===== src/rtl/tcp_port_encap_if.sv =====
// IP header plus 8-bit AXI-Stream payload bundle shared by the IP TX path stages.
interface ip_intf;
  logic [47:0] eth_dest_mac;
  logic [47:0] eth_src_mac;
  logic [15:0] eth_type;
  logic        ip_hdr_valid;
  logic        ip_hdr_ready;
  logic [3:0]  ip_version;
  logic [3:0]  ip_ihl;
  logic [5:0]  ip_dscp;
  logic [1:0]  ip_ecn;
  logic [15:0] ip_length;
  logic [15:0] ip_identification;
  logic [2:0]  ip_flags;
  logic [12:0] ip_fragment_offset;
  logic [7:0]  ip_ttl;
  logic [7:0]  ip_protocol;
  logic [15:0] ip_header_checksum;
  logic [31:0] ip_source_ip;
  logic [31:0] ip_dest_ip;
  logic [7:0]  ip_payload_axis_tdata;
  logic        ip_payload_axis_tvalid;
  logic        ip_payload_axis_tready;
  logic        ip_payload_axis_tlast;

  modport MASTER (
    output eth_dest_mac, eth_src_mac, eth_type, ip_hdr_valid,
    output ip_version, ip_ihl, ip_dscp, ip_ecn, ip_length, ip_identification,
    output ip_flags, ip_fragment_offset, ip_ttl, ip_protocol, ip_header_checksum,
    output ip_source_ip, ip_dest_ip,
    output ip_payload_axis_tdata, ip_payload_axis_tvalid, ip_payload_axis_tlast,
    input  ip_hdr_ready, ip_payload_axis_tready
  );

  modport SLAVE (
    input  ip_hdr_valid,
    input  ip_version, ip_ihl, ip_dscp, ip_ecn, ip_length, ip_identification,
    input  ip_flags, ip_fragment_offset, ip_ttl, ip_protocol, ip_header_checksum,
    input  ip_source_ip, ip_dest_ip,
    input  ip_payload_axis_tdata, ip_payload_axis_tvalid, ip_payload_axis_tlast,
    output ip_hdr_ready, ip_payload_axis_tready
  );
endinterface


===== src/rtl/tcp_port_encap.sv =====
// Prepends the big-endian {src_port, dest_port} field to each outgoing IP payload
// and forwards the IP header through a one-entry register, optionally growing ip_length by 4.
module tcp_port_encap #(
  parameter bit ADJUST_LENGTH = 1'b1
) (
  input  logic        i_clk,
  input  logic        i_rst,
  ip_intf.SLAVE       s_ip,
  ip_intf.MASTER      m_ip,
  input  logic [15:0] i_tcp_src,
  input  logic [15:0] i_tcp_dest,
  input  logic        i_tcp_valid,
  output logic        o_tcp_ready
);

  typedef enum logic [1:0] {
    IDLE  = 2'd0,
    PORTS = 2'd1,
    PASS  = 2'd2
  } state_t;

  localparam int HDR_W = 160;

  logic [HDR_W-1:0] hdr_in;
  logic [HDR_W-1:0] hdr_r;
  logic             hdr_full_r;
  logic [15:0]      len_in;

  state_t      state_r;
  state_t      state_next;
  logic [1:0]  cnt_r;
  logic [31:0] ports_r;
  logic        live_r;
  logic        port_take;

  // Length adjustment is applied before the register so the header output stays registered.
  always_comb begin
    len_in = s_ip.ip_length;
    if (ADJUST_LENGTH) begin
      len_in = s_ip.ip_length + 16'd4;
    end else begin
      len_in = s_ip.ip_length;
    end
  end

  assign hdr_in = {s_ip.ip_version, s_ip.ip_ihl, s_ip.ip_dscp, s_ip.ip_ecn, len_in,
                   s_ip.ip_identification, s_ip.ip_flags, s_ip.ip_fragment_offset,
                   s_ip.ip_ttl, s_ip.ip_protocol, s_ip.ip_header_checksum,
                   s_ip.ip_source_ip, s_ip.ip_dest_ip};

  assign s_ip.ip_hdr_ready = !hdr_full_r || m_ip.ip_hdr_ready;

  // Header holding register, refilled in the same cycle it drains.
  always_ff @(posedge i_clk or posedge i_rst) begin
    if (i_rst) begin
      hdr_full_r <= 1'b0;
      hdr_r      <= '0;
    end else if (s_ip.ip_hdr_valid && s_ip.ip_hdr_ready) begin
      hdr_full_r <= 1'b1;
      hdr_r      <= hdr_in;
    end else if (m_ip.ip_hdr_ready) begin
      hdr_full_r <= 1'b0;
    end
  end

  assign m_ip.ip_hdr_valid = hdr_full_r;
  assign {m_ip.ip_version, m_ip.ip_ihl, m_ip.ip_dscp, m_ip.ip_ecn, m_ip.ip_length,
          m_ip.ip_identification, m_ip.ip_flags, m_ip.ip_fragment_offset,
          m_ip.ip_ttl, m_ip.ip_protocol, m_ip.ip_header_checksum,
          m_ip.ip_source_ip, m_ip.ip_dest_ip} = hdr_r;
  assign m_ip.eth_dest_mac = 48'h0;
  assign m_ip.eth_src_mac  = 48'h0;
  assign m_ip.eth_type     = 16'h0;

  // live_r keeps o_tcp_ready low while reset is held and for the first cycle after it.
  assign port_take = (state_r == IDLE) && live_r && i_tcp_valid;

  // Payload FSM state register.
  always_ff @(posedge i_clk or posedge i_rst) begin
    if (i_rst) begin
      state_r <= IDLE;
    end else begin
      state_r <= state_next;
    end
  end

  // Port latch and byte counter; the counter only moves on an output handshake.
  always_ff @(posedge i_clk or posedge i_rst) begin
    if (i_rst) begin
      live_r  <= 1'b0;
      cnt_r   <= 2'd0;
      ports_r <= 32'h0;
    end else begin
      live_r <= 1'b1;
      if (port_take) begin
        ports_r <= {i_tcp_src, i_tcp_dest};
        cnt_r   <= 2'd0;
      end else if ((state_r == PORTS) && m_ip.ip_payload_axis_tready) begin
        cnt_r <= cnt_r + 2'd1;
      end
    end
  end

  // Next state and payload steering.
  always_comb begin
    state_next                  = state_r;
    o_tcp_ready                 = 1'b0;
    s_ip.ip_payload_axis_tready = 1'b0;
    m_ip.ip_payload_axis_tvalid = 1'b0;
    m_ip.ip_payload_axis_tdata  = 8'h00;
    m_ip.ip_payload_axis_tlast  = 1'b0;
    case (state_r)
      IDLE: begin
        o_tcp_ready = live_r;
        if (port_take) begin
          state_next = PORTS;
        end else begin
          state_next = IDLE;
        end
      end
      PORTS: begin
        m_ip.ip_payload_axis_tvalid = 1'b1;
        case (cnt_r)
          2'd0:    m_ip.ip_payload_axis_tdata = ports_r[31:24];
          2'd1:    m_ip.ip_payload_axis_tdata = ports_r[23:16];
          2'd2:    m_ip.ip_payload_axis_tdata = ports_r[15:8];
          default: m_ip.ip_payload_axis_tdata = ports_r[7:0];
        endcase
        if (m_ip.ip_payload_axis_tready && (cnt_r == 2'd3)) begin
          state_next = PASS;
        end else begin
          state_next = PORTS;
        end
      end
      PASS: begin
        m_ip.ip_payload_axis_tvalid = s_ip.ip_payload_axis_tvalid;
        m_ip.ip_payload_axis_tdata  = s_ip.ip_payload_axis_tdata;
        m_ip.ip_payload_axis_tlast  = s_ip.ip_payload_axis_tlast;
        s_ip.ip_payload_axis_tready = m_ip.ip_payload_axis_tready;
        if (s_ip.ip_payload_axis_tvalid && m_ip.ip_payload_axis_tready &&
            s_ip.ip_payload_axis_tlast) begin
          state_next = IDLE;
        end else begin
          state_next = PASS;
        end
      end
      default: begin
        state_next = IDLE;
      end
    endcase
  end

endmodule


===== src/flat_wrapper.sv =====
// flat-port wrapper written by rule: the top's interface ports become plain ports
module tcp_port_encap_flat 
#(
  parameter bit ADJUST_LENGTH = 1'b1
)
  (i_clk, i_rst, i_tcp_src, i_tcp_dest, i_tcp_valid, o_tcp_ready, s_ip_ip_hdr_valid, s_ip_ip_version, s_ip_ip_ihl, s_ip_ip_dscp, s_ip_ip_ecn, s_ip_ip_length, s_ip_ip_identification, s_ip_ip_flags, s_ip_ip_fragment_offset, s_ip_ip_ttl, s_ip_ip_protocol, s_ip_ip_header_checksum, s_ip_ip_source_ip, s_ip_ip_dest_ip, s_ip_ip_payload_axis_tdata, s_ip_ip_payload_axis_tvalid, s_ip_ip_payload_axis_tlast, s_ip_ip_hdr_ready, s_ip_ip_payload_axis_tready, m_ip_eth_dest_mac, m_ip_eth_src_mac, m_ip_eth_type, m_ip_ip_hdr_valid, m_ip_ip_version, m_ip_ip_ihl, m_ip_ip_dscp, m_ip_ip_ecn, m_ip_ip_length, m_ip_ip_identification, m_ip_ip_flags, m_ip_ip_fragment_offset, m_ip_ip_ttl, m_ip_ip_protocol, m_ip_ip_header_checksum, m_ip_ip_source_ip, m_ip_ip_dest_ip, m_ip_ip_payload_axis_tdata, m_ip_ip_payload_axis_tvalid, m_ip_ip_payload_axis_tlast, m_ip_ip_hdr_ready, m_ip_ip_payload_axis_tready);
  ip_intf s_ip_i ();
  ip_intf m_ip_i ();
  input  logic i_clk;
  input  logic i_rst;
  input  logic [15:0] i_tcp_src;
  input  logic [15:0] i_tcp_dest;
  input  logic i_tcp_valid;
  output logic o_tcp_ready;
  input wire logic [$bits(s_ip_i.ip_hdr_valid)-1:0] s_ip_ip_hdr_valid;
  input wire logic [$bits(s_ip_i.ip_version)-1:0] s_ip_ip_version;
  input wire logic [$bits(s_ip_i.ip_ihl)-1:0] s_ip_ip_ihl;
  input wire logic [$bits(s_ip_i.ip_dscp)-1:0] s_ip_ip_dscp;
  input wire logic [$bits(s_ip_i.ip_ecn)-1:0] s_ip_ip_ecn;
  input wire logic [$bits(s_ip_i.ip_length)-1:0] s_ip_ip_length;
  input wire logic [$bits(s_ip_i.ip_identification)-1:0] s_ip_ip_identification;
  input wire logic [$bits(s_ip_i.ip_flags)-1:0] s_ip_ip_flags;
  input wire logic [$bits(s_ip_i.ip_fragment_offset)-1:0] s_ip_ip_fragment_offset;
  input wire logic [$bits(s_ip_i.ip_ttl)-1:0] s_ip_ip_ttl;
  input wire logic [$bits(s_ip_i.ip_protocol)-1:0] s_ip_ip_protocol;
  input wire logic [$bits(s_ip_i.ip_header_checksum)-1:0] s_ip_ip_header_checksum;
  input wire logic [$bits(s_ip_i.ip_source_ip)-1:0] s_ip_ip_source_ip;
  input wire logic [$bits(s_ip_i.ip_dest_ip)-1:0] s_ip_ip_dest_ip;
  input wire logic [$bits(s_ip_i.ip_payload_axis_tdata)-1:0] s_ip_ip_payload_axis_tdata;
  input wire logic [$bits(s_ip_i.ip_payload_axis_tvalid)-1:0] s_ip_ip_payload_axis_tvalid;
  input wire logic [$bits(s_ip_i.ip_payload_axis_tlast)-1:0] s_ip_ip_payload_axis_tlast;
  output wire logic [$bits(s_ip_i.ip_hdr_ready)-1:0] s_ip_ip_hdr_ready;
  output wire logic [$bits(s_ip_i.ip_payload_axis_tready)-1:0] s_ip_ip_payload_axis_tready;
  output wire logic [$bits(m_ip_i.eth_dest_mac)-1:0] m_ip_eth_dest_mac;
  output wire logic [$bits(m_ip_i.eth_src_mac)-1:0] m_ip_eth_src_mac;
  output wire logic [$bits(m_ip_i.eth_type)-1:0] m_ip_eth_type;
  output wire logic [$bits(m_ip_i.ip_hdr_valid)-1:0] m_ip_ip_hdr_valid;
  output wire logic [$bits(m_ip_i.ip_version)-1:0] m_ip_ip_version;
  output wire logic [$bits(m_ip_i.ip_ihl)-1:0] m_ip_ip_ihl;
  output wire logic [$bits(m_ip_i.ip_dscp)-1:0] m_ip_ip_dscp;
  output wire logic [$bits(m_ip_i.ip_ecn)-1:0] m_ip_ip_ecn;
  output wire logic [$bits(m_ip_i.ip_length)-1:0] m_ip_ip_length;
  output wire logic [$bits(m_ip_i.ip_identification)-1:0] m_ip_ip_identification;
  output wire logic [$bits(m_ip_i.ip_flags)-1:0] m_ip_ip_flags;
  output wire logic [$bits(m_ip_i.ip_fragment_offset)-1:0] m_ip_ip_fragment_offset;
  output wire logic [$bits(m_ip_i.ip_ttl)-1:0] m_ip_ip_ttl;
  output wire logic [$bits(m_ip_i.ip_protocol)-1:0] m_ip_ip_protocol;
  output wire logic [$bits(m_ip_i.ip_header_checksum)-1:0] m_ip_ip_header_checksum;
  output wire logic [$bits(m_ip_i.ip_source_ip)-1:0] m_ip_ip_source_ip;
  output wire logic [$bits(m_ip_i.ip_dest_ip)-1:0] m_ip_ip_dest_ip;
  output wire logic [$bits(m_ip_i.ip_payload_axis_tdata)-1:0] m_ip_ip_payload_axis_tdata;
  output wire logic [$bits(m_ip_i.ip_payload_axis_tvalid)-1:0] m_ip_ip_payload_axis_tvalid;
  output wire logic [$bits(m_ip_i.ip_payload_axis_tlast)-1:0] m_ip_ip_payload_axis_tlast;
  input wire logic [$bits(m_ip_i.ip_hdr_ready)-1:0] m_ip_ip_hdr_ready;
  input wire logic [$bits(m_ip_i.ip_payload_axis_tready)-1:0] m_ip_ip_payload_axis_tready;
  assign s_ip_i.ip_hdr_valid = s_ip_ip_hdr_valid;
  assign s_ip_i.ip_version = s_ip_ip_version;
  assign s_ip_i.ip_ihl = s_ip_ip_ihl;
  assign s_ip_i.ip_dscp = s_ip_ip_dscp;
  assign s_ip_i.ip_ecn = s_ip_ip_ecn;
  assign s_ip_i.ip_length = s_ip_ip_length;
  assign s_ip_i.ip_identification = s_ip_ip_identification;
  assign s_ip_i.ip_flags = s_ip_ip_flags;
  assign s_ip_i.ip_fragment_offset = s_ip_ip_fragment_offset;
  assign s_ip_i.ip_ttl = s_ip_ip_ttl;
  assign s_ip_i.ip_protocol = s_ip_ip_protocol;
  assign s_ip_i.ip_header_checksum = s_ip_ip_header_checksum;
  assign s_ip_i.ip_source_ip = s_ip_ip_source_ip;
  assign s_ip_i.ip_dest_ip = s_ip_ip_dest_ip;
  assign s_ip_i.ip_payload_axis_tdata = s_ip_ip_payload_axis_tdata;
  assign s_ip_i.ip_payload_axis_tvalid = s_ip_ip_payload_axis_tvalid;
  assign s_ip_i.ip_payload_axis_tlast = s_ip_ip_payload_axis_tlast;
  assign s_ip_ip_hdr_ready = s_ip_i.ip_hdr_ready;
  assign s_ip_ip_payload_axis_tready = s_ip_i.ip_payload_axis_tready;
  assign m_ip_eth_dest_mac = m_ip_i.eth_dest_mac;
  assign m_ip_eth_src_mac = m_ip_i.eth_src_mac;
  assign m_ip_eth_type = m_ip_i.eth_type;
  assign m_ip_ip_hdr_valid = m_ip_i.ip_hdr_valid;
  assign m_ip_ip_version = m_ip_i.ip_version;
  assign m_ip_ip_ihl = m_ip_i.ip_ihl;
  assign m_ip_ip_dscp = m_ip_i.ip_dscp;
  assign m_ip_ip_ecn = m_ip_i.ip_ecn;
  assign m_ip_ip_length = m_ip_i.ip_length;
  assign m_ip_ip_identification = m_ip_i.ip_identification;
  assign m_ip_ip_flags = m_ip_i.ip_flags;
  assign m_ip_ip_fragment_offset = m_ip_i.ip_fragment_offset;
  assign m_ip_ip_ttl = m_ip_i.ip_ttl;
  assign m_ip_ip_protocol = m_ip_i.ip_protocol;
  assign m_ip_ip_header_checksum = m_ip_i.ip_header_checksum;
  assign m_ip_ip_source_ip = m_ip_i.ip_source_ip;
  assign m_ip_ip_dest_ip = m_ip_i.ip_dest_ip;
  assign m_ip_ip_payload_axis_tdata = m_ip_i.ip_payload_axis_tdata;
  assign m_ip_ip_payload_axis_tvalid = m_ip_i.ip_payload_axis_tvalid;
  assign m_ip_ip_payload_axis_tlast = m_ip_i.ip_payload_axis_tlast;
  assign m_ip_i.ip_hdr_ready = m_ip_ip_hdr_ready;
  assign m_ip_i.ip_payload_axis_tready = m_ip_ip_payload_axis_tready;
  tcp_port_encap #(.ADJUST_LENGTH(ADJUST_LENGTH)) u_core (.i_clk(i_clk), .i_rst(i_rst), .s_ip(s_ip_i), .m_ip(m_ip_i), .i_tcp_src(i_tcp_src), .i_tcp_dest(i_tcp_dest), .i_tcp_valid(i_tcp_valid), .o_tcp_ready(o_tcp_ready));
endmodule

===== config.mk =====
export PLATFORM = sky130hd
export DESIGN_NAME = tcp_port_encap_flat
export DESIGN_NICKNAME = d
export VERILOG_FILES = /design/src/rtl/tcp_port_encap_if.sv /design/src/rtl/tcp_port_encap.sv /design/src/flat_wrapper.sv
export SDC_FILE = /design/constraint.sdc
export NUM_CORES = 1
export LEC_CHECK = 0
export ABC_CLOCK_PERIOD_IN_PS = 8090
export BUFFER_PORTS_ARGS = -buffer_cell sky130_fd_sc_hd__buf_2
export CAP_MARGIN = 20
export CORE_AREA = 2 2 190 192
export CTS_BUF_LIST = sky130_fd_sc_hd__clkbuf_8
export DETAILED_ROUTE_END_ITERATION = 6
export DIE_AREA = 0 0 192 194
export PLACE_DENSITY_LB_ADDON = 0.15
export SYNTH_ARGS = -nofsm -noshare
export SYNTH_HDL_FRONTEND = slang
export SYNTH_SLANG_ARGS = --single-unit

===== constraint.sdc =====
create_clock -name i_clk -period 8.09 [get_ports i_clk]
set_clock_uncertainty 0.05 [all_clocks]
set_input_delay 0.4045 -clock i_clk [delete_from_list [all_inputs] [get_ports i_clk]]
set_output_delay 0.4045 -clock i_clk [all_outputs]
set_load 0.02 [all_outputs]

Word-level counts from Yosys, hierarchy flattened
Index checks and enable logic that the tools add are counted.

$add $sub $neg: 2. Multiply operators: 0. Div/mod/pow operators: 0. Magnitude comparators: 0. Eq/ne operators: 5. Shift-type cells: 0. Multiplexer cells: 14. Bitwise operators: 0. Reduce and logical (&&, ||, !) cells: 13.

Operators with widths (number): 8-bit one-hot mux with 3 select lines (1); 16-bit by 3-bit adder with 16-bit output (second input constant) (1); 8-bit one-hot mux with 2 select lines (1); 2-bit 2-to-1 mux (4); 1-bit logical AND (7); 2-bit == test (second input constant) (3); 1-bit 2-to-1 mux (6); 2-bit one-hot mux with 3 select lines (1); 2-bit by 1-bit == test with 1-bit output (second input constant) (2); 2-bit logical NOT (2); 2-bit nonzero test (2); 2-bit by 1-bit adder with 2-bit output (second input constant) (1); 1-bit one-hot mux with 2 select lines (1); 1-bit logical NOT (1); 1-bit logical OR (1).

Register bits: 198. Bits in latches: 0. Bits in writable memories: 0. Memory bits (read-only): 0. Input port bits: 208. Output and inout port bits: 286. Word-level logic and storage cells: 40. Memories kept: 0.

Longest topological paths before layout
Gate-level depths: netlist (run 1).

Word-level depth: 5. Depth in mapped cells: 7. Depth with buffers taken out: 5.

Worst setup path before layout (run 1)
OpenSTA, ideal clock, no wires.

Path type: reg2out. Start point: reg u_core.cnt_r[0]. End point: out m_ip_ip_payload_axis_tdata[1]. Arrival time: 1.456 ns. Data required time: 7.635 ns. Setup slack: 6.180 ns. Stages on the path, launching flop included: 7. Buffers on the path: 1. Cells stage by stage: dfrtp_1 -> inv_1 -> ha_1 -> clkbuf_1 -> a222oi_1 -> o21ai_0 -> a22o_1.

Longest elaborated chain between the ends: 3. Elaborated cells between the ends (all ways): 5. Those cells by class: 2 x eq/ne; 2 x mux; 1 x reduce/logical.

RTL lines: from (decl) (RTL line tcp_port_encap.sv:31) `logic [1:0] cnt_r;`; from (signal assigned) (RTL line tcp_port_encap.sv:99) `cnt_r <= cnt_r + 2'd1;`; 2-bit == test (tied with other cells) (RTL line tcp_port_encap.sv:123) `case (cnt_r)`; 8-bit one-hot mux with 3 select lines * (RTL line tcp_port_encap.sv:123); 8-bit one-hot mux with 2 select lines * (RTL line tcp_port_encap.sv:112) `case (state_r)`; to (decl) (RTL line flat_wrapper.sv:51) `output wire logic [$bits(m_ip_i.ip_payload_axis_tdata)-1:0] m_ip_ip_payload_axis_tdata;`.

Mark *: on every way between the ends. The rest lies on a longest branch, timed or not.

Final worst setup path (run 1)
Start point: reg u_core.cnt_r[0]. End point: out m_ip_ip_payload_axis_tdata[3].

Same word-level chain as after synthesis.

==> reports/results.ini, run 1 <==
[outcome]
status = complete, no violations

[sta]
fin_crit_sh = 0.3695
relSlewSlack = 0.3406
setup-violations-final = 0
worstMarginPinSlew_ps = 989.0
layout_min_cycle_time_ps = 2989
max_freq_mhz = 334.6
setup_tns_ps = 0
slew_viol_final = 0
rsz0062_at_grt = false
holdWs_ps = 31.85
hold_viol = 0

[global_route]
grt_start_max_net_pins = 134
grt_first_pass_wirelength_um = 36380
grtUsageTotal = 0.1314
antenna_found_initial = 3
grt_pass1_vias = 5982
grt_overflow = 0

[clocking]
hold_buffers = 0
clkSinkCount = 198
cts_tree = built
clkLatencyLatePin_ps = 480
cts.path.max_buffers = 2
clkTransAtPathRegs_ps = 100
numCtsBuffers = 17
root_buffer = clkbuf_8
h-tree-depth = 4
cts_resized = 0
postCtsSetupRepairBufs = 0

[place]
dpl_cell_area_um2 = 10770
hpwl_um = 18630
place.gp.congestion = 0.7261
port_buffers = 381

[floorplan]
coreArea_um2 = 35220
initial_utilization = 0.2526
dieWidth_um = 192
die_area_um2 = 37250
io_pins = 494
die_h_um = 194
rows = 69

[synth]
syn_area_um2 = 8899
synth_commonest_cells = dfrtp_1, mux2_2, buf_4
yosys.area.top_type_share = 0.5568
syn_inst = 649
yosysSeqAreaShare = 0.5568
post_synth_num_cell_types = 32
ys.flop_type = dfrtp_1
yosysWarnings = 0
yosysTopAreaCell = dfrtp_1
synth.avg_cell_area_um2 = 13.71
synth_edf_count = 0
yosys_register_bits = 198
synthArstFlopShare = 1.000
yosysMostFrequentCell = dfrtp_1
synth.area.top_cells = dfrtp_1, mux2_2, buf_4

[power]
pwr_density_cell_nw_per_um2 = 253.3
total_leakage_power_nw = 5.476
ir_worst_vdd_uv = 109.5

[finish]
final_cell_area_um2 = 11120
nNetsFinal = 1240
area_growth_syn_to_layout_pct = 24.92
drive_gt1_frac = 0.5787

[routing]
drt_wl_total_um = 24530
via_per_inst = 3.979
num_vias = 5956
detail-route-antenna-nets = 0
dr.pass1.iters = 4
wl_per_cell_um = 16.38
drt_iter0_markers = 183
drc = 0

[critical_path]
crit_required_ps = 7640
max_stage_delay_ps = 610
cp_slowest_cell = a222oi_1
critical_path_class = flip-flop to output port
crit_cells = 6
r2r_cells = 4
path_delay_family = compound AO/OA/AOI/OAI gates
cp_max_fo = 8
path_cells = inv_1, ha_1, a222oi_1, o21ai_0, a22o_1, buf_2
cp_data_arrival_time_ps = 2530
critPathBufInv = 2
cp-start-kind = flip-flop
endpoint_kind = output port

[flow_run]
cap_violations = 0

[min_path]
hold_path_class = input pin to async pin

==> cells in the final DEF, fill, tap and decap left out <==
| cell | count |
|---|---|
| nand2_1 | 27 |
| nand3_1 | 5 |
| a22o_1 | 8 |
| ha_1 | 10 |
| inv_1 | 11 |
| mux2i_1 | 1 |
| buf_2 | 381 |
| o21ai_2 | 1 |
| conb_1 | 113 |
| mux2_2 | 179 |
| nand2b_1 | 2 |
| nand3_4 | 1 |
| buf_4 | 3 |
| inv_8 | 2 |
| nor2_1 | 4 |
| nor4_2 | 3 |
| a32oi_1 | 1 |
| nor2b_1 | 1 |
| o21ai_0 | 14 |
| nor3_1 | 3 |
| diode_2 | 1 |
| clkinvlp_4 | 3 |
| clkinv_2 | 1 |
| nand3_2 | 1 |
| clkbuf_8 | 18 |
| clkinv_4 | 4 |
| a222oi_1 | 8 |
| nand2_4 | 1 |
| o21ai_1 | 6 |
| nand4_1 | 2 |
| nand2_2 | 1 |
| xnor2_1 | 11 |
| a21oi_1 | 4 |
| xor2_1 | 2 |
| dfrtp_1 | 198 |
| and2_1 | 5 |
==> layer usage <==
metal / wire length, um / vias to the layer above / global-route usage / part of all wire
met5: 30 / - / 0 / 0.0012
met4: 294 / 4 / 0.04015 / 0.012
met3: 2671 / 14 / 0.06118 / 0.11
met2: 12150 / 298 / 0.2183 / 0.50
met1: 9377 / 2896 / 0.1498 / 0.38
li1: - / 2744 / - / -
==> sequential cells by signal, summed over array words and instances, names as in the netlist <==
register / flops
u_core.hdr_r: 160
u_core.state_r: 2
u_core.cnt_r: 2
u_core.m_ip.ip_hdr_valid: 1
u_core.live_r: 1
u_core.ports_r: 32
==> worst paths after layout <==
path                                                       from                            end  slack [ps]
hold / removal                                            i_rst  u_core.hdr_r[115]$_DFFE_PP0P_          30
hold reg to reg                   u_core.hdr_r[138]$_DFFE_PP0P_  u_core.hdr_r[138]$_DFFE_PP0P_         430
setup reg to reg           u_core.m_ip.ip_hdr_valid$_DFFE_PP0P_   u_core.hdr_r[28]$_DFFE_PP0P_        5460
setup / recovery                    u_core.cnt_r[0]$_DFFE_PP0P_  m_ip_ip_payload_axis_tdata[3]        5100
max in group asynchronous                                 i_rst    u_core.hdr_r[3]$_DFFE_PP0P_        6350
min in group i_clk                                  i_tcp_valid    u_core.cnt_r[0]$_DFFE_PP0P_          80
==> report_power, final <==
group          switching, mW  internal (mW)
clock                  0.368          0.218
sequential             0.106           1.20
combinational          0.548          0.379
total                   1.02           1.79
==> final cells by class <==
| class | instances | area (um2) |
|---|---|---|
| Antenna cell | 1 | 2.502 |
| Tap cell | 461 | 576.8 |
| Timing Repair Buffer | 384 | 1929 |
| Clock buffer | 18 | 247.7 |
| Multi-Input combinational cell | 414 | 3278 |
| Fill cell | 3660 | 24110 |
| Sequential cell | 198 | 4955 |
| Clock inverter | 14 | 92.59 |
| Inverter | 7 | 33.78 |
==> through the flow <==
step	total power [mW]	std cells	util	worst slack, ps
final	2.816	1497	0.3156	5101
after global routing	3.012	1497	0.3156	4850
after CTS	2.880	1496	0.3155	4954
after detailed placement	2.274	1464	0.3058	5230
after global placement	2.267	1464	0.3058	5213
after floorplan	1.970	760	-	2238
==> worst register-to-register path, cell delays in order, from the launching register on <==
cell and delay (ps):
dfrtp_1 370, nand2b_1 120, nand2_4 610, buf_4 860
mux2_2 510
==> cell families after synthesis <==
| group | after synthesis | synth area share |
|---|---|---|
| AOI/OAI and AO/OA | 42 | 0.03234 |
| xor gates and xnor gates | 13 | 0.01280 |
| adders and majority gates | 10 | 0.01406 |
| buffers and inverters | 148 | 0.1225 |
| DFF | 198 | 0.5568 |
| muxes | 180 | 0.2276 |
| other | 2 | 0.0008440 |
| and+or+nand+nor | 56 | 0.03304 |
(Power assumes the default switching activity.)
==> run 2: changes to the inputs <==
--- a/config.mk
+++ b/config.mk
@@ -5,13 +5,14 @@
 export SDC_FILE = /design/constraint.sdc
 export NUM_CORES = 1
 export LEC_CHECK = 0
-export ABC_CLOCK_PERIOD_IN_PS = 8090
+export ABC_AREA = 1
+export ABC_CLOCK_PERIOD_IN_PS = 3000
 export BUFFER_PORTS_ARGS = -buffer_cell sky130_fd_sc_hd__buf_2
 export CAP_MARGIN = 20
-export CORE_AREA = 2 2 190 192
+export CORE_AREA = 2 2 192 194
 export CTS_BUF_LIST = sky130_fd_sc_hd__clkbuf_8
 export DETAILED_ROUTE_END_ITERATION = 6
-export DIE_AREA = 0 0 192 194
+export DIE_AREA = 0 0 194 196
 export PLACE_DENSITY_LB_ADDON = 0.15
 export SYNTH_ARGS = -nofsm -noshare
 export SYNTH_HDL_FRONTEND = slang
==> constraint.sdc (replaced) <==
create_clock -name i_clk -period 3 [get_ports i_clk]
set_clock_uncertainty 0.05 [all_clocks]
set_input_delay 0.15 -clock i_clk [delete_from_list [all_inputs] [get_ports i_clk]]
set_output_delay 0.15 -clock i_clk [all_outputs]
set_load 0.02 [all_outputs]
==> run 2 against run 1 <==
Synthesized area up 1.8%. Register-to-register slack worse by 4300 ps. Via count up 41%. Hold slack better by 150 ps. Clock-buffer cell count down 1. Critical path type unchanged.
==> reports/results.ini, run 2 <==
[outcome]
status = complete, no violations  ; unchanged

[finish]
area_growth_syn_to_layout_pct = 48.16  ; was 24.92%
nNetsFinal = 1881  ; was 1240
fin_util = 0.3721  ; was 0.3156
largest_register_ffs = 160  ; unchanged
nFillCells = 3753  ; was 3660
num_antenna_cells = 0  ; was 1
biggestRegsByFlops = u_core.hdr_r (160), u_core.ports_r (32)  ; unchanged
regArea_um2 = 4955  ; unchanged
final_cell_mix = nand2_1, buf_2, dfrtp_1, dlygate4sd3_1, conb_1  ; was buf_2, dfrtp_1, mux2_2, conb_1, nand2_1
drive_gt1_frac = 0.2601  ; was 0.5787
multi_input_area_um2 = 3348  ; was 3278 um2
largest_register = u_core.hdr_r  ; unchanged
final_cell_area_um2 = 13430  ; was 11120 um2
final_common_cell = nand2_1  ; was buf_2

[routing]
via_per_inst = 3.927  ; was 3.979
num_vias = 8420  ; was 5956
drt_wl_total_um = 30120  ; was 24530 um
dr.pass1.iters = 4  ; unchanged
drt_iter0_markers = 308  ; was 183
detail-route-antenna-nets = 0  ; unchanged
wl_per_cell_um = 14.05  ; was 16.38 um
drc = 0  ; unchanged

[synth]
synth.avg_cell_area_um2 = 8.252  ; was 13.71 um2
yosys.area.top_type_share = 0.5468  ; was 0.5568
syn_area_um2 = 9061  ; was 8899 um2
synthArstFlopShare = 1.000  ; unchanged
yosys_register_bits = 198  ; unchanged
synth_edf_count = 0  ; unchanged
post_synth_num_cell_types = 25  ; was 32
syn_inst = 1098  ; was 649
synth.area.top_cells = dfrtp_1, nand2_1, buf_4  ; was dfrtp_1, mux2_2, buf_4
yosysWarnings = 0  ; unchanged
ys.flop_type = dfrtp_1  ; unchanged
yosysTopAreaCell = dfrtp_1  ; unchanged
yosysMostFrequentCell = nand2_1  ; was dfrtp_1
yosysSeqAreaShare = 0.5468  ; was 0.5568
synth_commonest_cells = nand2_1, dfrtp_1, buf_4  ; was dfrtp_1, mux2_2, buf_4

[critical_path]
endpoint_kind = output port  ; unchanged
r2r-start = u_core.m_ip.ip_hdr_valid$_DFFE_PP0P_  ; unchanged
cp_data_arrival_time_ps = 2090  ; was 2530 ps
reg2reg_slack_ps = 1140  ; was 5460 ps
crit_required_ps = 2800  ; was 7640 ps
worstReg2RegEnd = u_core.hdr_r[15]$_DFFE_PP0P_  ; was u_core.hdr_r[28]$_DFFE_PP0P_
critical_path_class = flip-flop to output port  ; unchanged
cp-start-kind = flip-flop  ; unchanged
cp_max_fo = 8  ; unchanged
r2r_cells = 5  ; was 4

[clocking]
h-tree-depth = 4  ; unchanged
cts.path.max_buffers = 2  ; unchanged
clkSinkCount = 198  ; unchanged
numCtsBuffers = 17  ; unchanged
clkTransAtPathRegs_ps = 130  ; was 100 ps
cts_tree = built  ; unchanged
cts_resized = 0  ; unchanged
root_buffer = clkbuf_8  ; unchanged
clkLatencyLatePin_ps = 500  ; was 480 ps

[global_route]
grt_first_pass_wirelength_um = 47340  ; was 36380 um
grt_start_max_net_pins = 132  ; was 134
grt_overflow = 0  ; unchanged
grtUsageTotal = 0.1578  ; was 0.1314
grt_pass1_vias = 8621  ; was 5982
antenna_found_initial = 0  ; was 3

[place]
pre_cts_ws_ps = 1116  ; was 5230 ps
place.gp.congestion = 0.7860  ; was 0.7261
port_buffers = 381  ; unchanged
dpl_cell_area_um2 = 11050  ; was 10770 um2
hpwl_um = 21170  ; was 18630 um

[sta]
setup_slack_ps = 705.0  ; was 5101 ps
layout_min_cycle_time_ps = 2295
slew_viol_final = 0  ; unchanged
rsz0062_at_grt = false  ; unchanged
fin_crit_sh = 0.7650
max_freq_mhz = 435.7
setup_tns_ps = 0  ; unchanged
hold_viol = 0  ; unchanged
setup-violations-final = 0  ; unchanged
relSlewSlack = 0.3348  ; was 0.3406
worstMarginPinSlew_ps = 995.6  ; was 989.0 ps

[power]
power.switching_mw = 3.244  ; was 1.022 mW
internal_power_mw = 4.835  ; was 1.794 mW
clockPowerShare = 0.222  ; was 0.208
total_power_mw = 8.079  ; was 2.816 mW
seq_power_share = 0.436  ; was 0.463
combPwrFrac = 0.342  ; was 0.329
swShare = 0.4015  ; was 0.3630
pwr_density_cell_nw_per_um2 = 601.8  ; was 253.3 nW/um2
total_leakage_power_nw = 7.548  ; was 5.476 nW
ir_worst_vdd_uv = 414.0  ; was 109.5 uV

[floorplan]
dieWidth_um = 194  ; was 192 um
die_h_um = 196  ; was 194 um
coreArea_um2 = 36080  ; was 35220 um2
io_pins = 494  ; unchanged
rows = 70  ; was 69
die_area_um2 = 38020  ; was 37250 um2
initial_utilization = 0.2511  ; was 0.2526

[min_path]
holdCritStartpoint = s_ip_ip_hdr_valid
hold_path_class = input pin to flip-flop  ; was input pin to async pin
whs_endpoint = u_core.hdr_r[145]$_DFFE_PP0P_
whs_path_depth = 4

[flow_run]
cap_violations = 0  ; unchanged

==> run 2: cell count changes after synthesis, sizes merged, moves of 16 or more <==
cell and change:
nand2 +588, mux2 -179, nor2 +24, a21oi +18, buf +16, o21ai -16
==> run 2: power by group through the flow <==
stage / Combinational [mW] / Clock [mW] / Sequential, mW
finish: 2.76 / 1.79 / 3.53
global route: 3.08 / 2.00 / 3.60
CTS: 2.81 / 1.90 / 3.53
detailed placement: 2.60 / 0 / 3.56
global placement: 2.59 / 0 / 3.58
floorplan: 1.39 / 0 / 3.90
==> run 2: logic make-up after synthesis <==
group	Yosys count	share of synthesized area
xor+xnor	5	0.004833
flops	198	0.5468
other cells	2	0.0008288
fa+ha+maj	10	0.01381
simple gates	671	0.2843
buf+inv	180	0.1305
compound gates	32	0.01892
==> run 2: per-stage QoR <==
stage | hold slack, ps | std cells
floorplan | 209.6 | 1209
global placement | 291.8 | 1915
detailed placement | 297.8 | 1915
CTS | 164.8 | 2144
global route | 183.6 | 2144
finish | 185.2 | 2144
==> run 2: area by class of cell <==
type | instances | share of cell area
clock buffers | 17 | 0.01743
clock inverters | 15 | 0.01286
inverters | 22 | 0.006617
multi-input cells | 831 | 0.2494
flip-flops and latches | 198 | 0.3691
well taps | 468 | 0.04362
repair buffers | 593 | 0.3010
==> run 2: worst max path at each step <==
stage	from	endpoint	slack (ps)	cells past startpoint
floorplan	i_rst	u_core.cnt_r[0]$_DFFE_PP0P_	240	1
global placement	u_core.m_ip.ip_hdr_valid$_DFFE_PP0P_	u_core.hdr_r[134]$_DFFE_PP0P_	1150	4
detailed placement	u_core.m_ip.ip_hdr_valid$_DFFE_PP0P_	u_core.hdr_r[133]$_DFFE_PP0P_	1120	4
CTS	u_core.cnt_r[0]$_DFFE_PP0P_	m_ip_ip_payload_axis_tdata[2]	660	7
global route	u_core.cnt_r[0]$_DFFE_PP0P_	m_ip_ip_payload_axis_tdata[1]	490	7
finish	u_core.cnt_r[0]$_DFFE_PP0P_	m_ip_ip_payload_axis_tdata[2]	710	7
==> run 2: critical path, stage by stage, from the launching register on <==
cell and delay, ps:
dfrtp_1 420, inv_1 130, ha_1 400, nand2_1 100, nand3_1 140, nand2_1 80, a21oi_1 140, buf_2 190
==> run 2: routing by layer <==
metal	vias up	GRT usage	wire [um]
li1	4229	-	-
met1	3824	0.1969	12730
met2	331	0.2619	14500
met3	36	0.04693	2350
met4	0	0.05107	536
met5	-	0	0
==> run 2: repair_timing <==
item | CTS | global route
hold buffers | 197 | 0
endpoints found under the hold margin | 223 | 0
setup buffers | 0 | 0
==> run 3: changes to the inputs <==
--- a/config.mk
+++ b/config.mk
@@ -6,13 +6,13 @@
 export NUM_CORES = 1
 export LEC_CHECK = 0
 export ABC_AREA = 1
-export ABC_CLOCK_PERIOD_IN_PS = 3000
+export ABC_CLOCK_PERIOD_IN_PS = 1900
 export BUFFER_PORTS_ARGS = -buffer_cell sky130_fd_sc_hd__buf_2
 export CAP_MARGIN = 20
-export CORE_AREA = 2 2 192 194
+export CORE_AREA = 2 2 190 192
 export CTS_BUF_LIST = sky130_fd_sc_hd__clkbuf_8
 export DETAILED_ROUTE_END_ITERATION = 6
-export DIE_AREA = 0 0 194 196
+export DIE_AREA = 0 0 192 194
 export PLACE_DENSITY_LB_ADDON = 0.15
 export SYNTH_ARGS = -nofsm -noshare
 export SYNTH_HDL_FRONTEND = slang
==> constraint.sdc (replaced) <==
create_clock -name i_clk -period 1.9 [get_ports i_clk]
set_clock_uncertainty 0.05 [all_clocks]
set_input_delay 0.095 -clock i_clk [delete_from_list [all_inputs] [get_ports i_clk]]
set_output_delay 0.095 -clock i_clk [all_outputs]
set_load 0.02 [all_outputs]
==> run 3 against run 2 <==
The flow now finishes with violations (negative setup slack). Largest power group unchanged. Setup slack got worse by 770 ps. Global-route usage about the same. Sequential cell count unchanged. Critical endpoint is now m_ip_ip_payload_axis_tdata[3]. Combinational power increased by 80%. Clock-buffer cell count increased by 2.
==> reports/results.ini, run 3 (synthesized netlist as in run 2, its figures left out) <==
[sta]
fin_crit_sh = 1.034
max_freq_mhz = 508.9
slew_viol_final = 0  ; unchanged
worstMarginPinSlew_ps = 518.3  ; was 995.6 ps
holdWs_ps = 47.76  ; was 185.2 ps
layout_min_cycle_time_ps = 1965
rsz0062_at_grt = true  ; was false
relSlewSlack = 0.6545  ; was 0.3348
setup_slack_ps = -64.99  ; was 705.0 ps
hold_viol = 0  ; unchanged
setup-violations-final = 7  ; was 0

[finish]
drive_gt1_frac = 0.2860  ; was 0.2601
largest_register_ffs = 160  ; unchanged
final_cell_mix = nand2_1, buf_2, dlygate4sd3_1, dfrtp_1, conb_1  ; was nand2_1, buf_2, dfrtp_1, dlygate4sd3_1, conb_1
nNetsFinal = 1894  ; was 1881
area_growth_syn_to_layout_pct = 53.22  ; was 48.16%
biggestRegsByFlops = u_core.hdr_r (160), u_core.ports_r (32)  ; unchanged
final_common_cell = nand2_1  ; unchanged
fin_util = 0.3941  ; was 0.3721
largest_register = u_core.hdr_r  ; unchanged
num_antenna_cells = 0  ; unchanged

[clocking]
clkTransAtPathRegs_ps = 90  ; was 130 ps
root_buffer = clkbuf_8  ; unchanged
cts_tree = built  ; unchanged
cts.path.max_buffers = 2  ; unchanged
h-tree-depth = 4  ; unchanged
clkSinkCount = 198  ; unchanged
clkLatencyLatePin_ps = 480  ; was 500 ps
numCtsBuffers = 17  ; unchanged

[place]
port_buffers = 381  ; unchanged
hpwl_um = 20850  ; was 21170 um
place.gp.congestion = 0.7976  ; was 0.7860

[floorplan]
initial_utilization = 0.2572  ; was 0.2511
dieWidth_um = 192  ; was 194 um
die_area_um2 = 37250  ; was 38020 um2
coreArea_um2 = 35220  ; was 36080 um2
die_h_um = 194  ; was 196 um
rows = 69  ; was 70
io_pins = 494  ; unchanged

[critical_path]
endpoint_kind = output port  ; unchanged
critical_path_class = flip-flop to output port  ; unchanged
cp-start-kind = flip-flop  ; unchanged
cp_max_fo = 6  ; was 8
cp_data_arrival_time_ps = 1820  ; was 2090 ps
crit_required_ps = 1750  ; was 2800 ps

[global_route]
antenna_found_initial = 0  ; unchanged
grt_pass1_vias = 8521  ; was 8621
grt_start_max_net_pins = 108  ; was 132
grt_first_pass_wirelength_um = 46020  ; was 47340 um
grt_overflow = 0  ; unchanged
grtUsageTotal = 0.1580  ; was 0.1578

[power]
ir_worst_vdd_uv = 545.2  ; was 414.0 uV
total_power_mw = 13.86  ; was 8.079 mW
total_leakage_power_nw = 7.689  ; was 7.548 nW
pwr_density_cell_nw_per_um2 = 998.4  ; was 601.8 nW/um2

[routing]
drt_iter0_markers = 315  ; was 308
num_vias = 8479  ; was 8420
via_per_inst = 3.944  ; was 3.927
wl_per_cell_um = 13.75  ; was 14.05 um
detail-route-antenna-nets = 0  ; unchanged
drt_wl_total_um = 29560  ; was 30120 um
dr.pass1.iters = 4  ; unchanged
drc = 0  ; unchanged

[outcome]
violations = negative setup slack
status = finished, violations left  ; was complete, no violations

[min_path]
hold_path_class = input pin to flip-flop  ; unchanged

[flow_run]
cap_violations = 0  ; unchanged

## run 3: timing repair
item                                    in CTS  in global routing
resized for setup                           36                 34
setup buffers                                7                  6
pin swaps                                    1                  8
hold buffers                               199                  0
cloned                                       0                  0
endpoints found under the setup margin      11                 10
hold endpoints to repair                   395                  0
## run 3: layout make-up
class / instances / area, um2
Multi-Input combinational cell: 831 / 3513
Clock inverter: 13 / 192.7
Timing Repair Buffer: 606 / 4265
Clock buffer: 19 / 261.5
Fill cell: 3655 / 21340
Inverter: 22 / 116.4
Sequential cell: 198 / 4957
Tap cell: 461 / 576.8
## run 3: critical path, cell delays in order (launching register included)
cell	delay [ps]
dfrtp_2	480
ha_4	220
buf_6	130
a21oi_1	120
nand3_1	90
nand2_1	80
a21oi_1	70
buf_4	150
## run 3: layer usage
| layer | share of wire | GRT usage |
|---|---|---|
| met5 | 0 | 0 |
| met4 | 0.021 | 0.05400 |
| met3 | 0.074 | 0.04670 |
| met2 | 0.48 | 0.2680 |
| met1 | 0.43 | 0.1900 |
## run 3: report_power, final
| group | switching (mW) | total (mW) | internal [mW] |
|---|---|---|---|
| Sequential | 0.659 | 5.74 | 5.08 |
| Clock | 1.63 | 3.16 | 1.53 |
| Combinational | 2.97 | 4.96 | 1.99 |
| Total | 5.27 | 13.9 | 8.59 |
## run 3: path summary, 6_finish.rpt
path / start / endpoint / slack [ps] / cells after the start
max in group asynchronous: i_rst / u_core.cnt_r[0]$_DFFE_PP0P_ / 950 / 4
min in group asynchronous: i_rst / u_core.hdr_r[34]$_DFFE_PP0P_ / 330 / 4
hold / removal: i_tcp_valid / u_core.ports_r[7]$_DFFE_PP0P_ / 50 / 5
setup / recovery: u_core.cnt_r[1]$_DFFE_PP0P_ / m_ip_ip_payload_axis_tdata[3] / -60 / 7
hold reg to reg: u_core.hdr_r[143]$_DFFE_PP0P_ / u_core.hdr_r[143]$_DFFE_PP0P_ / 430 / 2
setup reg to reg: u_core.state_r[0]$_DFF_PP0_ / u_core.state_r[1]$_DFF_PP0_ / 90 / 8
## run 3: stage by stage
stage          TNS, ps  instances  worst slack [ps]  area, um2
4_1_cts         -548.5       2144            -88.12      13730
2_1_floorplan  -159460       1209            -805.4       9482
3_3_place_gp         0       1906             244.6      11100
6_report        -185.9       2150            -64.99      13880
5_1_grt          -1131       2150            -155.3      13880
3_5_place_dp         0       1906             248.0      11100
